[config.mk]
export PLATFORM = sky130hd
export DESIGN_NAME = pipe_ctrl_seq
export DESIGN_NICKNAME = d
export VERILOG_FILES = /design/src/rtl/aww_types_pkg.sv /design/src/rtl/sat_counter.sv /design/src/rtl/pipe_ctrl_seq.sv
export SDC_FILE = /design/constraint.sdc
export NUM_CORES = 1
export LEC_CHECK = 0
export ABC_AREA = 1
export CAP_MARGIN = 20
export CORE_ASPECT_RATIO = 2
export CORE_MARGIN = 4
export CORE_UTILIZATION = 40
export DETAILED_ROUTE_END_ITERATION = 6
export PLACE_DENSITY = 0.74
export SYNTH_ARGS = -nofsm -noshare
export SYNTH_HDL_FRONTEND = slang
export SYNTH_SLANG_ARGS = --single-unit
[constraint.sdc]
create_clock -name CLK -period 2.2 [get_ports CLK]
set_input_delay 0.44 -clock CLK [delete_from_list [all_inputs] [get_ports CLK]]
set_output_delay 0.44 -clock CLK [all_outputs]
set_load 0.02 [all_outputs]
[src/rtl/aww_types_pkg.sv]
// Shared types for the pipeline control sequencer: stall vector layout,
// sequencer state encoding and stage bit positions.
package aww_types_pkg;

    typedef struct packed {
        logic ifid;
        logic idex;
        logic exmem;
        logic memwb;
    } pipe_stall_t;

    typedef enum logic [1:0] {
        RUN    = 2'd0,
        DRAIN  = 2'd1,
        HALTED = 2'd2
    } pctl_state_t;

    localparam int IFID  = 3;
    localparam int IDEX  = 2;
    localparam int EXMEM = 1;
    localparam int MEMWB = 0;

endpackage

[src/rtl/sat_counter.sv]
// Saturating up-counter with synchronous clear; holds at all-ones instead of wrapping.
module sat_counter #(
    parameter int CNT_W = 32
) (
    input  logic             clk,
    input  logic             inc,
    input  logic             clr,
    output logic [CNT_W-1:0] q
);

    localparam logic [CNT_W-1:0] ONE = {{(CNT_W-1){1'b0}}, 1'b1};

    logic [CNT_W-1:0] q_q;
    logic [CNT_W-1:0] q_d;

    always_comb begin
        q_d = q_q;
        if (clr) begin
            q_d = '0;
        end else if (inc && (q_q != {CNT_W{1'b1}})) begin
            q_d = q_q + ONE;
        end
    end

    always_ff @(posedge clk) begin
        q_q <= q_d;
    end

    assign q = q_q;

endmodule

[src/rtl/pipe_ctrl_seq.sv]
// Turns hazard-unit stall/flush commands into per-latch enables and clears,
// tracks per-stage valid bits, sequences the halt drain and keeps perf counters.
//
// state  | meaning
// RUN    | normal fetch and advance
// DRAIN  | halt seen in ID/EX; fetch stopped, older stages keep advancing
// HALTED | halt retired from MEM/WB; every latch frozen until RST
module pipe_ctrl_seq
    import aww_types_pkg::*;
#(
    parameter int CNT_W = 32
) (
    input  logic             CLK,
    input  logic             RST,
    input  logic             hz_pc_WEN,
    input  pipe_stall_t      hz_pipe_stall,
    input  logic             hz_ifid_FLUSH,
    input  logic             hz_idex_FLUSH,
    input  logic             hz_exmem_FLUSH,
    input  logic             hz_memwb_FLUSH,
    input  logic             fetch_valid,
    input  logic             idex_Halt,
    input  logic             memwb_Halt,
    output logic             pc_en,
    output logic [3:0]       stage_en,
    output logic [3:0]       stage_clr,
    output logic [3:0]       stage_valid,
    output logic             dp_halt,
    output logic [CNT_W-1:0] stall_cnt,
    output logic [CNT_W-1:0] flush_cnt,
    output logic [CNT_W-1:0] retire_cnt
);

    pctl_state_t state_q, state_d;
    logic [3:0]  valid_q, valid_d;
    logic        dp_halt_q, dp_halt_d;

    logic [3:0]  stall_v;
    logic [3:0]  flush_v;
    logic [3:0]  valid_in;
    logic        halt_go;
    logic        halt_done;
    logic        halted;
    logic        stall_inc;
    logic        flush_inc;
    logic        retire_inc;

    assign stall_v = hz_pipe_stall;
    assign flush_v = {hz_ifid_FLUSH, hz_idex_FLUSH, hz_exmem_FLUSH, hz_memwb_FLUSH};

    always_comb begin
        state_d   = state_q;
        dp_halt_d = dp_halt_q;
        halted    = (state_q == HALTED);
        // A halt being flushed in the same cycle is on the wrong path.
        halt_go   = idex_Halt & valid_q[IDEX] & ~hz_idex_FLUSH;
        halt_done = memwb_Halt & valid_q[MEMWB];

        case (state_q)
            RUN: begin
                if (halt_done) begin
                    state_d = HALTED;
                end else if (halt_go) begin
                    state_d = DRAIN;
                end
            end
            DRAIN: begin
                if (halt_done) begin
                    state_d = HALTED;
                end
            end
            HALTED:  state_d = HALTED;
            default: state_d = RUN;
        endcase

        if (state_d == HALTED) begin
            dp_halt_d = 1'b1;
        end

        // Fetch stops in the very cycle the halt is recognised, not one later.
        pc_en     = hz_pc_WEN & (state_q == RUN) & ~halt_go;
        stage_en  = ~stall_v & {4{~halted}};
        stage_clr = flush_v & {4{~halted}};

        valid_in = {fetch_valid & pc_en & (state_q != DRAIN), valid_q[3:1]};
        valid_d  = valid_q;
        for (int i = 0; i < 4; i++) begin
            if (stage_clr[i]) begin
                valid_d[i] = 1'b0;
            end else if (stage_en[i]) begin
                valid_d[i] = valid_in[i];
            end
        end

        stall_inc  = (|stall_v) & (state_q == RUN);
        flush_inc  = (|flush_v) & ~halted;
        retire_inc = stage_en[MEMWB] & valid_q[MEMWB] & ~memwb_Halt;
    end

    always_ff @(posedge CLK) begin
        if (RST) begin
            state_q   <= RUN;
            valid_q   <= '0;
            dp_halt_q <= 1'b0;
        end else begin
            state_q   <= state_d;
            valid_q   <= valid_d;
            dp_halt_q <= dp_halt_d;
        end
    end

    assign stage_valid = valid_q;
    assign dp_halt     = dp_halt_q;

    sat_counter #(.CNT_W(CNT_W)) u_stall_cnt (
        .clk (CLK),
        .inc (stall_inc),
        .clr (RST),
        .q   (stall_cnt)
    );

    sat_counter #(.CNT_W(CNT_W)) u_flush_cnt (
        .clk (CLK),
        .inc (flush_inc),
        .clr (RST),
        .q   (flush_cnt)
    );

    sat_counter #(.CNT_W(CNT_W)) u_retire_cnt (
        .clk (CLK),
        .inc (retire_inc),
        .clr (RST),
        .q   (retire_cnt)
    );

endmodule

## After elaboration in Yosys (flattened, before gate mapping)

Cells that the tools add are included.

| storage, ports and cells | value |
|---|---|
| register bits after elaboration | 103 |
| bits in latches | 0 |
| memory bits (writable) | 0 |
| memory bits (read-only) | 0 |
| input bits | 14 |
| output and inout port bits | 110 |
| logic and storage cells | 51 |
| memories | 0 |

| operators by class | value |
|---|---|
| add/subtract/negate cells | 3 |
| $mul | 0 |
| div/mod/pow operators | 0 |
| $lt $le $gt $ge | 0 |
| eq/ne operators | 7 |
| shift-type cells | 0 |
| multiplexer cells | 4 |
| bitwise logic cells | 18 |
| reductions and logical operators | 10 |

Operators by type and width:

| kind | number |
|---|---|
| $add A32 B1 Y32 const B | 3 |
| $ne A32 B32 Y1 const B | 3 |
| $and A1 B1 Y1 | 11 |
| $and A4 B4 Y4 | 2 |
| $reduce_or A2 Y1 | 4 |
| $reduce_or A4 Y1 | 2 |
| $mux W2 | 3 |
| $pmux W2 S3 | 1 |
| $eq A2 B2 Y1 const B | 2 |
| $not A1 Y1 | 4 |
| $not A4 Y4 | 1 |
| $logic_and A1 B1 Y1 | 3 |
| $eq A2 B1 Y1 const B | 1 |
| $logic_not A2 Y1 | 1 |
| $ne A2 B1 Y1 const B | 1 |

## Longest topological paths before layout

| logic depth | value |
|---|---|
| word-level depth | 6 |
| gate-level depth with buffers | 11 |
| depth with buffers taken out | 11 |

## Modules after synthesis

A second synthesis with hierarchy kept.

| second synthesis, totals | value |
|---|---|
| cells, all modules | 1,038 |
| area total of the unflattened synthesis | 6,646.4 µm² |

By module, submodules not included:

| module | instances | cells an instance | area each (µm²) | seq. area each (µm²) |
|---|---|---|---|---|
| sat_counter | 3 | 324 | 2,062.0 | 640.6 |
| pipe_ctrl_seq | 1 | 66 | 460.4 | 140.1 |

## Worst setup path before layout

OpenSTA, ideal clock, no wires.

| timing | value |
|---|---|
| kind | flip-flop to flip-flop |
| from | register u_retire_cnt.q_q[1] (netlist: u_retire_cnt.q[1]) |
| to | register u_retire_cnt.q_q[19] (netlist: u_retire_cnt.q[19]) |
| library setup time | 0.069 ns |
| arrival time | 1.670 ns |
| required time | 2.131 ns |
| slack | 0.461 ns |
| cell stages (with the launch flop) | 11 |
| path buffers | 1 |
| clock period less this slack | 1.739 ns |
| path through | dfxtp_1 > ha_1 > nand2_1 > nor2_4 > nand2_4 > nor2_8 > nand3_4 > nand2_4 > buf_8 > nand2_2 > a21oi_2 |

| between the ends | value |
|---|---|
| word-level cells in the longest chain between the ends | 2 |
| elaborated cells between the ends (all ways) | 3 |
| classes of those cells | 1 x add/sub; 1 x eq/ne; 1 x reduce/logical |

RTL lines:

| what | line | text |
|---|---|---|
| start, declared | sat_counter.sv:13 | `logic [CNT_W-1:0] q_q;` |
| start signal, assigned | sat_counter.sv:26 | `q_q <= q_d;` |
| branches (longest 2 deep; another with $add A32 B1 Y32) | -- |  |

Several ways; the timed one is not identified.
A chain may end at the register's enable or synchronous reset.

## Worst setup path after layout

| timing | value |
|---|---|
| from | register state_q[0] |
| to | output stage_en[3] |

| between the ends | value |
|---|---|
| word-level cells in the longest chain between the ends | 3 |

RTL lines:

| what | line | text |
|---|---|---|
| start, declared | pipe_ctrl_seq.sv:34 | `pctl_state_t state_q, state_d;` |
| start signal, assigned | pipe_ctrl_seq.sv:106 | `state_q <= state_d;` |
| $eq A2 B2 Y1 | pipe_ctrl_seq.sv:54 | `halted = (state_q == HALTED);` |
| $not A1 Y1 | pipe_ctrl_seq.sv:82 | `stage_en = ~stall_v & {4{~halted}};` |
| $and A4 B4 Y4 | pipe_ctrl_seq.sv:82 |  |
| end, declared | pipe_ctrl_seq.sv:25 | `output logic [3:0] stage_en,` |

No other way between the ends.

==> impl_results.md <==
- Synth area leaders: dfxtp_1 (33%), nand2_1 (18%), nor2_1 (16%)
- Detailed placement HPWL: 16.2 mm
- Design Power: 3760 uW
- Slew @ Worst Pin: 467 ps
- CP Class: reg -> out
- Final hold vios: 0
- Leak Pwr: 0.00324 uW
- CP peak stage delay: 380 ps
- H-tree depth: 3
- Critical path's slowest cell: dlygate4sd2_1
- Setup Viol. Count Final: 0
- Die Width: around 96 um
- Placed Cells: ~1400
- Antenna diode instance count: 0
- RSZ-0062 raised after global routing: no
- Worst vdd ir: 0.000333 V
- Period utilization: around 93%
- Die area: 17700 um^2
- Avg Inst Size Synth: 5.93 um^2
- Crit end category: output pin
- Routed len/inst: 14.8 um
- Fin nets: between 1000 and 1500
- Clock Pin Slew Worst Setup and Hold Paths: about 80 ps
- Place WS: -10.2 ps
- Area of the multi-input gates: between 3000 and 4000 um^2
- Final Util: a little over half
- DRC: 0
- ANT nets after route: 0
- Synth Cell Area: 6200 um^2
- Post-synth top flop: dfxtp_1
- Worst skew pair latency: 350 ps
- Synth warn: 0
- Status: complete, no violations
- Worst path arrival time: 1600 ps
- Mapped Cells: approximately 1000
- Yosys top cell area share: 33.3%
- Initial antenna violation count: 0
- Layout Skew: 13.4 ps
- Via count: ~7000
- Most Crowded Layer GR: met2
- Sequential Area: approximately 2100 um^2
- Fmax: 489 MHz
- Violation count after the first detailed-route iteration: 280
- Tightest Hold Check Type: reg -> reg
- Worst-path fanout max: 10
- TritonCTS buffer count: 9
- Post-synth EDFFs: 0
- Port Buf Inserts: between 100 and 150
- CP Data Required Time: around 1800 ps
- Synth Net Count: 1063
- Core Footprint: 15300 um^2
- Synth async-reset ratio: 0%
- Row Count: 64
- Share of cells above drive strength 1: slightly below 7%
- First-pass iteration count of the detailed router: 6
- Largest net degree at the start of global routing: 44
- Fin Hold WS: 469 ps
- First-pass GRT wire length: 33.0 mm
- Post-DR vias/cell: 5.04
- Routability Congestion: 1.01
- TritonCTS clock tree: built
- Distinct cells, synth: 33
- Chip Height: between 150 and 200 um
- Met2 GRT Util: 45.9%
- Max_cap viols: 0
- Slew HR: 68.8%
- Routed WL: a little over 20 mm
- Met3 Track Usage GR: 3.77%
- M1 GR Usage: roughly 22%
- I/O pin cnt: 124
- Synth Register Bits: 103
- Root buf cell: clkbuf_16
- Leading cell type in the layout, fill and taps excluded: nand2_1
- Total global-route track usage: between 20% and 30%
- Final setup margin: 156 ps
- Total global routing overflow: 0
- Vias in the first global route: slightly below 7000
- CTS max path bufs: 2
- Layout Area Growth over Synthesis: 30.4%
- Post-synth top area cell: dfxtp_1
- Sequential-to-total area share from yosys stat: approximately a third
- Max Transition Viols Final: 0
- Most frequent cells in the layout: nand2_1 (292), nor2_1 (271), clkdlybuf4s50_1 (114)
- Startpoint Class: register
- Final min period: a little over 2000 ps
- Fin cells: 1387
- Power Density: 465 nW/um^2
- Layout filler cell count: 1562
- Initial core utilization: 40.5%
- Critical Path, Cell by Cell: inv_1 > nand2_1 > clkinv_2 > nor2_1 > dlygate4sd2_1
- Clock Sinks: 103
## kinds of logic after synthesis
| family | count (synthesis) | synth area share [%] |
|---|---|---|
| buf+inv | 130 | 8.56 |
| fa+ha+maj | 3 | 0.606 |
| simple gates | 704 | 47.4 |
| xor+xnor | 17 | 2.40 |
| compound gates | 89 | 7.79 |
| flops | 103 | 33.3 |
## routing by layer
metal	up-vias	wire length, um	share of wire, %
met5	-	0	0
met1	3153	6860	33
met4	0	1400	6.8
met2	199	11600	56
li1	3562	-	-
met3	80	750	3.6
## Yosys cell counts, types with 6 or more instances
cell type	count
nor2_1	272
inv_1	99
xnor2_1	6
buf_2	10
nor3_1	9
o21ai_0	22
nand4_1	21
nor2_2	8
a21oi_2	8
clkbuf_1	13
nand3_1	79
xor2_1	11
dfxtp_1	103
nand2_1	292
a21oi_1	55
## final timing paths
| kind | startpoint | end | slack, ps | cells after the start |
|---|---|---|---|---|
| worst max-delay path | state_q[0]$_SDFF_PP0_ | stage_en[3] | 160 | 5 |
| worst min-delay path | dp_halt$_SDFFE_PP0N_ | dp_halt$_SDFFE_PP0N_ | 470 | 2 |
| worst max register to register | u_retire_cnt.q[1]$_SDFFE_PP0P_ | u_retire_cnt.q[2]$_SDFFE_PP0P_ | 230 | 9 |
| worst min register to register | dp_halt$_SDFFE_PP0N_ | dp_halt$_SDFFE_PP0N_ | 470 | 2 |
## flip-flops by register name, indices dropped and copies added (netlist names)
register	flops
dp_halt	1
stage_valid	4
state_q	2
u_flush_cnt.q	32
u_retire_cnt.q	32
u_stall_cnt.q	32
## metrics by stage
step | setup TNS [ps] | instance area, um^2
2_1_floorplan | 0 | 6200
3_3_place_gp | 0 | 7810
3_5_place_dp | -10.2 | 7810
4_1_cts | 0 | 8080
5_1_grt | 0 | 8080
6_report | 0 | 8080
## repair_timing
action | CTS | global route
setup buffers | 0 | 0
hold buffers | 0 | 0
gates cloned | 0 | 0
setup endpoints to repair | 8 | 1
gates resized for setup | 10 | 1
hold endpoints to repair | 0 | 0
## power breakdown
group	internal (uW)	switching, uW	leakage [uW]
sequential	1890	28.4	0.000831
clock	785	773	0.000135
combinational	121	163	0.00227
## area by class of cell
cell class              instances  share of cell area, %
flip-flops and latches        103                   25.5
clock buffers                   9                   2.79
repair buffers                157                   18.6
clock inverters                 6                  0.666
multi-input cells             813                   44.7
well taps                     198                   3.07
inverters                     101                   4.71
## critical path: cells and delay by family (launching register included)
kind          cells  cell delay (ps)
buf+inv           3              590
flops             1              370
simple gates      2              290
No activity file was read; power rests on OpenSTA's default activity.
